<file path="config.mk">
export PLATFORM = sky130hd
export DESIGN_NAME = dvb_plheader_mapper
export DESIGN_NICKNAME = d
export VERILOG_FILES = /design/src/rtl/dvb_plheader_mapper.sv
export SDC_FILE = /design/constraint.sdc
export NUM_CORES = 1
export LEC_CHECK = 0
export BUFFER_PORTS_ARGS = -buffer_cell sky130_fd_sc_hd__buf_2
export CORE_UTILIZATION = 40
export CTS_CLUSTER_DIAMETER = 200
export DETAILED_ROUTE_END_ITERATION = 10
export GPL_ROUTABILITY_DRIVEN = 0
export HOLD_SLACK_MARGIN = 0.15
export PLACE_DENSITY = 0.67
export SYNTH_ARGS = -nofsm -noshare
export SYNTH_HDL_FRONTEND = slang
export SYNTH_SLANG_ARGS = --single-unit
</file>
<file path="constraint.sdc">
create_clock -name iclk -period 9.3 [get_ports iclk]
set_input_delay 0.93 -clock iclk [delete_from_list [all_inputs] [get_ports iclk]]
set_output_delay 0.93 -clock iclk [all_outputs]
set_load 0.02 [all_outputs]
</file>
<file path="src/rtl/dvb_plheader_mapper.sv">
// DVB-S2 PL header mapper: 26-bit SOF plus a 64-bit PLS codeword, pi/2-BPSK mapped to 90 I/Q symbols.
// A one-deep pending buffer lets the next codeword be accepted during emission, so headers are gapless.
module dvb_plheader_mapper #(
    parameter int pTAG_W = 4,
    parameter int pDAT_W = 8,
    parameter int pAMP   = 90
) (
    input  logic                     iclk,
    input  logic                     ireset_n,
    input  logic                     iclkena,
    input  logic                     ival,
    input  logic [63:0]              idat,
    input  logic [pTAG_W-1:0]        itag,
    output logic                     ordy,
    input  logic                     ireq,
    output logic                     osop,
    output logic                     oval,
    output logic                     oeop,
    output logic signed [pDAT_W-1:0] odat_re,
    output logic signed [pDAT_W-1:0] odat_im,
    output logic [pTAG_W-1:0]        otag
);

    localparam logic [0:0]               cIDLE = 1'b0;
    localparam logic [0:0]               cRUN  = 1'b1;
    localparam logic [25:0]              cSOF  = 26'h18D2E82;
    localparam logic [6:0]               cLAST = 7'd89;
    localparam logic signed [pDAT_W-1:0] cAP   = pDAT_W'(pAMP);
    localparam logic signed [pDAT_W-1:0] cAN   = -cAP;

    logic [0:0]        state_q, state_d;
    logic [6:0]        k_q, k_d;
    logic              pend_full_q, pend_full_d;
    logic [63:0]       act_word_q, act_word_d, pend_word_q, pend_word_d;
    logic [pTAG_W-1:0] act_tag_q, act_tag_d, pend_tag_q, pend_tag_d;

    logic       acc, emit, last;
    logic [4:0] sof_idx;
    logic [5:0] wrd_idx;
    logic       ybit;

    assign ordy = ~pend_full_q;
    assign acc  = ival & ordy & iclkena;
    assign emit = (state_q == cRUN) & ireq & iclkena;
    assign last = emit & (k_q == cLAST);

    always_comb begin
        state_d     = state_q;
        k_d         = k_q;
        pend_full_d = pend_full_q;
        act_word_d  = act_word_q;
        act_tag_d   = act_tag_q;
        pend_word_d = pend_word_q;
        pend_tag_d  = pend_tag_q;
        if (state_q == cIDLE) begin
            if (acc) begin
                state_d    = cRUN;
                k_d        = '0;
                act_word_d = idat;
                act_tag_d  = itag;
            end
        end else begin
            if (emit) begin
                if (last) begin
                    k_d = '0;
                    if (pend_full_q) begin
                        act_word_d  = pend_word_q;
                        act_tag_d   = pend_tag_q;
                        pend_full_d = 1'b0;
                    end else if (acc) begin
                        act_word_d = idat;
                        act_tag_d  = itag;
                    end else begin
                        state_d = cIDLE;
                    end
                end else begin
                    k_d = k_q + 7'd1;
                end
            end
            // A word arriving on the final symbol with nothing pending goes straight to active.
            if (acc && !(last && !pend_full_q)) begin
                pend_word_d = idat;
                pend_tag_d  = itag;
                pend_full_d = 1'b1;
            end
        end
    end

    always_ff @(posedge iclk or negedge ireset_n) begin
        if (!ireset_n) begin
            state_q     <= cIDLE;
            k_q         <= '0;
            pend_full_q <= 1'b0;
        end else begin
            state_q     <= state_d;
            k_q         <= k_d;
            pend_full_q <= pend_full_d;
        end
    end

    always_ff @(posedge iclk) begin
        act_word_q  <= act_word_d;
        act_tag_q   <= act_tag_d;
        pend_word_q <= pend_word_d;
        pend_tag_q  <= pend_tag_d;
    end

    // SOF is sent MSB first, the codeword LSB first.
    assign sof_idx = 5'd25 - k_q[4:0];
    assign wrd_idx = 6'(k_q - 7'd26);
    assign ybit    = (k_q < 7'd26) ? cSOF[sof_idx] : act_word_q[wrd_idx];

    assign oval    = emit;
    assign osop    = emit & (k_q == 7'd0);
    assign oeop    = last;
    assign odat_im = !emit ? '0 : (ybit ? cAN : cAP);
    assign odat_re = !emit ? '0 : ((ybit ^ k_q[0]) ? cAN : cAP);
    assign otag    = (state_q == cRUN) ? act_tag_q : '0;

endmodule

</file>
## Word-level counts from Yosys, hierarchy flattened

Memory sizes are Yosys's and may differ from the RTL's.
Index checks and enable logic that the tools add are counted.

- Memory bits (writable): 0
- Memories kept: 1
- Register bits: 145
- Logic and storage cells: 68
- Input port bits: 73
- ROM bits: 32
- Output and inout port bits: 24
- Bits in latches: 0

- Equality and inequality tests: 3
- Add/sub/neg operators: 3
- Div/mod/pow operators: 0
- Shift-type cells: 0
- $mul: 0
- Mux-type cells: 31
- Order comparisons: 3
- Reductions and logical operators: 12
- Bitwise logic cells: 8

Memories:

| memory | words | width | rd ports | clocked after memory_dff | write ports | RTL line | text |
|---|---|---|---|---|---|---|---|
| (no name shown) | 32 | 1 | 1 | 0 | 0 | 111 | `assign ybit = (k_q < 7'd26) ? cSOF[sof_idx] : act_word_q[wrd_idx];` |

Operators by type and width:

| cell | count |
|---|---|
| $mux 64 | 5 |
| $mux 8 | 4 |
| $mux 7 | 4 |
| $mux 4 | 6 |
| $mux 1 | 11 |
| $add 7x1->7 const B | 1 |
| $eq 7x7->1 const B | 1 |
| $logic_not 7->1 | 1 |
| $lt 6x7->1 const B | 1 |
| $lt 7x5->1 const B | 1 |
| $and 1x1->1 | 6 |
| $bmux 1 s6 | 1 |
| $lt 5x6->1 const B | 1 |
| $reduce_and 2->1 | 3 |
| $reduce_bool 2->1 | 3 |
| $sub 6x5->6 const B | 1 |
| $sub 5x5->5 const A | 1 |
| $ne 2x1->1 const B | 2 |
| $reduce_and 3->1 | 1 |
| $logic_and 1x1->1 | 2 |
| $logic_not 1->1 | 2 |
| $not 1->1 | 1 |
| $xor 1x1->1 | 1 |

## Longest topological paths before layout

- Word-level depth: 8
- Gate-level depth with buffers: 13
- Gate-level depth less buffers: 9

## Least setup slack after synthesis

OpenSTA, ideal clock, no wires.

- Kind: in2reg
- Start point: in iclkena
- End point: reg pend_tag_q[0], enable pin
- Library setup time: 0.494 ns
- Data required time: 8.806 ns
- Cell stages on the path: 5
- Data arrival time: 4.915 ns
- Path slack: 3.891 ns
- Path buffers: 1
- Cells stage by stage: nand3_1 -> nor4_1 -> nand2b_1 -> buf_2 -> nor2_1

- Word-level cells in the longest chain between the ends: 6
- Elaborated cells on any way between the ends: 7
- Classes of those cells: 3 x bitwise; 4 x reduce/logical

Ends and longest elaborated chain:

| what | RTL line | text |
|---|---|---|
| start: declaration | 10 | `input logic iclkena,` |
| $and 1x1->1 | 44 | `assign emit = (state_q == cRUN) & ireq & iclkena;` |
| $and 1x1->1 | 45 | `assign last = emit & (k_q == cLAST);` |
| net oeop | 18 | `output logic oeop,` |
| $logic_and 1x1->1 | 81 | `if (acc && !(last && !pend_full_q)) begin` |
| $logic_not 1->1 | 81 |  |
| $logic_and 1x1->1 | 81 |  |
| $reduce_and 2->1 (no line) | -- |  |
| end signal: assignment | 105 | `pend_tag_q <= pend_tag_d;` |
| end: declaration | 35 | `logic [pTAG_W-1:0] act_tag_q, act_tag_d, pend_tag_q, pend_tag_d;` |

The timed path passes the listed nets, and every way through them passes these cells.
A chain may end at the register's enable or synchronous reset.

## Worst setup path after layout

- Start point: reg k_q[1]
- End point: out odat_re[5]

- Word-level cells in the longest chain between the ends: 7
- Elaborated cells on any way between the ends: 11
- Classes of those cells: 2 x add/sub; 1 x order compare; 6 x mux; 1 x bitwise; 1 x memory

Ends and longest elaborated chain:

| what | RTL line | text |
|---|---|---|
| start: declaration | 32 | `logic [6:0] k_q, k_d;` |
| start signal: assignment | 96 | `k_q <= k_d;` |
| $sub 6x5->6 / $sub 5x5->5 (equally long branches) | 110, 109 |  |
| $bmux 1 s6 / $mem_v2 32x1 (equally long branches) | -- |  |
| $mux 1 (implied by the code) | 111 |  |
| $mux 1 * | 111 |  |
| $xor 1x1->1 * | 117 | `assign odat_re = !emit ? '0 : ((ybit ^ k_q[0]) ? cAN : cAP);` |
| $mux 8 * (2 in series) | 117 |  |
| end: declaration | 19 | `output logic signed [pDAT_W-1:0] odat_re,` |

Every way passes the cells marked *; elsewhere a longest branch is shown, timed or not. The select of a mux whose other input is x is not followed.

==> impl_metrics.csv <==
group,metric,value,unit
timing,slew_viol_final,0,
clock_tree,cts_setup_buffers,0,
global_routing,grt_pass1_wl,23400,um
synth,synth.cell_area,6640,um^2
worst_setup_path,cp_top_family,"flip-flops",
synth,synth_ff_type,"edfxtp_1",
synth,ys.warnings.count,0,
floorplan,core_area,16100,um^2
global_routing,antenna_found_initial,0,
min_path,hold_path_class,"in -> async",
global_routing,gr-total-overflow,0,
clock_tree,cts_root_buffer,"clkbuf_16",
synth,ys_seq_area_share,64.9,%
layout,fin_nets,703,
layout,layout-area-overhead-vs-synth,16.3,%
power,switchingPower,0.503,mW
global_routing,grt_pass1_vias,4571,
power,ir_drop,134,uV
synth,synth-seq-cells,145,
worst_setup_path,end_kind,"output port",
placed_design,dp_hpwl,9600,um
clock_tree,clock_latency,430,ps
worst_setup_path,critPathKind,"reg -> out",
timing,post-route-period-util,50.5,%
worst_setup_path,cpMostUsedCell,"nand4_1",
power,p_per_area,228,nW/um^2
placed_design,port_buffers,94,
route,drt-vias-per-instance,5.35,
route,num_vias,4562,
worst_setup_path,worstPathCellList,"inv_1 -> ha_1 -> and2_1 -> a22oi_1 -> nand4_1 -> nand4_1 -> o211ai_1 -> o31a_1 -> mux2i_1 -> buf_2",
clock_tree,cts.sinks,145,
timing,holdWs,364,ps
layout,ff_latch_area,4310,um^2
timing,relSlewSlack,32.5,%
worst_setup_path,cp_slowest_stage_delay,770,ps
layout,post-route-cell-area,7720,um^2
clock_tree,cts_hold_buf,0,
floorplan,start_util,41.4,%
synth,syn_area_per_cell,12.0,um^2
global_routing,groute.usage.overall,18.3,%
worst_setup_path,startpoint_type,"flop",
timing,fin_worst_skew,6.28,ps
timing,fmax,0.213,GHz
power,power_frac_clock,36.0,%
status,status,"completed",
route,wl_per_cell,17.0,um
worst_setup_path,crit_required,8370,ps
timing,hold_violations,0,
clock_tree,h-tree-depth,4,
floorplan,die_y,131,um
worst_setup_path,worstPathMaxFanout,17,
layout,layout-drive-gt1-share,20.7,%
power,p_int,1.26,mW
clock_tree,clk_path_buf_depth,2,
timing,setup_tns,0,ps
route,drtIter0Drc,300,
route,route.detailed.drc,0,
layout,multiInputGateArea,2080,um^2
timing,setup_viol,0,
synth,synth.distinct_cells,44,
power,p_leak,2.82,nW
clock_tree,cts_tree,"yes",
timing,rsz0062_at_grt,"false",
synth,postSynthCellCount,554,
layout,fillers,1414,
power,combinationalPowerShare,20.8,%
global_routing,grt_max_degree,78,
worst_setup_path,slowest_stage,"dfrtp_1",
clock_tree,cts_made_buffers,17,
clock_tree,post_cts_resized,0,
route,drt-pass1-iter-count,5,
floorplan,rows,46,
layout,antenna_cells,0,
floorplan,io_pins,97,
worst_setup_path,critical_path.n_buffers_inverters,2,
floorplan,die_x,131,um
power,swShare,28.6,%
clock_tree,clk_pin_slew,50,ps
synth,async_reset_ff_share,6.21,%
floorplan,die-area,17100,um^2
power,p_total,1.76,mW
flow_run,cap_violations,0,
placed_design,place_area,7180,um^2
placed_design,dp.cells,821,
timing,worst_slew_pin_slew,1010,ps
route,ant_nets,0,
timing,fin_crit,4700,ps
power,seq_power_share,43.1,%
route,drt-total-wl,14500,um
layout,final_cells,853,
synth,synth_edf_count,136,
worst_setup_path,worstPathArrival,3770,ps
-- final cells by class --
type	instances	area share [%]
clock buffers	24	5.85
flip-flops and latches	145	55.8
clock inverters	8	1.13
inverters	7	0.340
well taps	216	3.50
multi-input cells	355	26.9
repair buffers	98	6.48
-- flip-flops by register name (all words and copies together), names as in the netlist --
register / cells
act_word_q: 64
pend_word_q: 64
k_q: 7
act_tag_q: 4
pend_tag_q: 4
pend_full_q: 1
state_q: 1
-- power groups by stage --
stage                     Clock, mW  Combinational [mW]  Sequential [mW]
final                         0.634               0.366            0.759
after global routing          0.671               0.396            0.762
after CTS                     0.645               0.361            0.758
after detailed placement          0               0.358            0.771
after global placement            0               0.348            0.771
after floorplan                   0               0.328            0.737
-- cell usage after synthesis (2+ instances only) --
cell type	number	area share (%)
xor2_1	2	0.26
mux4_2	3	1.0
mux2i_1	28	4.2
nor4_1	2	0.19
a22oi_1	7	0.79
o31ai_1	3	0.34
o21ai_0	10	0.75
and2_1	6	0.57
buf_2	8	0.60
a211oi_1	2	0.23
nor3_1	2	0.15
o22ai_1	68	6.4
nor2_1	151	8.5
nand3_1	8	0.60
nand2_1	15	0.85
a221oi_1	2	0.26
and2b_1	2	0.23
o2111ai_1	2	0.26
clkbuf_1	22	1.2
ha_1	6	1.1
o211ai_1	3	0.34
o41ai_1	2	0.26
buf_4	16	1.8
nand4_1	4	0.38
a31oi_1	3	0.28
edfxtp_1	136	62
inv_1	7	0.40
xnor2_1	3	0.40
dfrtp_1	9	3.4
nand2b_1	3	0.28
a21oi_1	6	0.45
-- stage by stage --
step           utilization, %  worst slack, ps
2_1_floorplan               -             3890
3_3_place_gp             44.7             5210
3_5_place_dp             44.7             5100
4_1_cts                  48.1             4630
5_1_grt                  48.1             4280
6_report                 48.1             4600
-- cells by family (layout without fill, tap and decap cells) --
| kind of cell | count (synthesis) | count (layout) | share of synthesized area, % |
|---|---|---|---|
| flip-flops | 145 | 145 | 64.9 |
| AO/OA/AOI/OAI | 114 | 114 | 11.2 |
| other | 1 | 2 | 0.0565 |
| adder cells (fa/ha/maj) | 6 | 6 | 1.13 |
| AND/OR/NAND/NOR | 196 | 196 | 12.1 |
| buffers and inverters | 55 | 137 | 4.28 |
| multiplexers | 32 | 32 | 5.63 |
| XOR/XNOR | 5 | 5 | 0.660 |
-- placed cells by master (no fill, tap or decap), types with 4 or more instances in the layout --
master       n
nand3_1      7
dfrtp_1      8
buf_2       94
o22ai_1     68
and2_1       6
edfxtp_1   136
inv_1        7
ha_1         6
o21ai_0     10
buf_4        4
nor2_1     150
clkbuf_16   17
clkbuf_1     7
mux2i_1     28
a21oi_1      6
nand4_1      4
a22oi_1      7
nand2_1     13
clkinv_2     4
-- per-layer routing --
layer  GRT usage [%]  vias up  share of wire [%]
li1                -     2197                  -
met1            24.5     2188                 47
met2            28.6      148                 46
met3            3.83       29                4.1
met4            8.52        0                2.6
met5               0        -                  0
-- worst paths after layout --
path                                         start                   endpoint  slack (ps)  cells after the start
max in group asynchronous                 ireset_n         k_q[0]$_DFFE_PN0P_        8720                      1
hold reg to reg            pend_full_q$_DFFE_PN0P_    pend_full_q$_DFFE_PN0P_         560                      2
setup reg to reg                k_q[1]$_DFFE_PN0P_  pend_word_q[31]$_DFFE_PP_        5310                      7
setup / recovery                k_q[1]$_DFFE_PN0P_                 odat_re[5]        4600                     10
hold / removal                            ireset_n          state_q$_DFF_PN0_         360                      1
min in group iclk          pend_full_q$_DFFE_PN0P_    pend_full_q$_DFFE_PN0P_         560                      2
No activity file was read; power rests on OpenSTA's default activity.
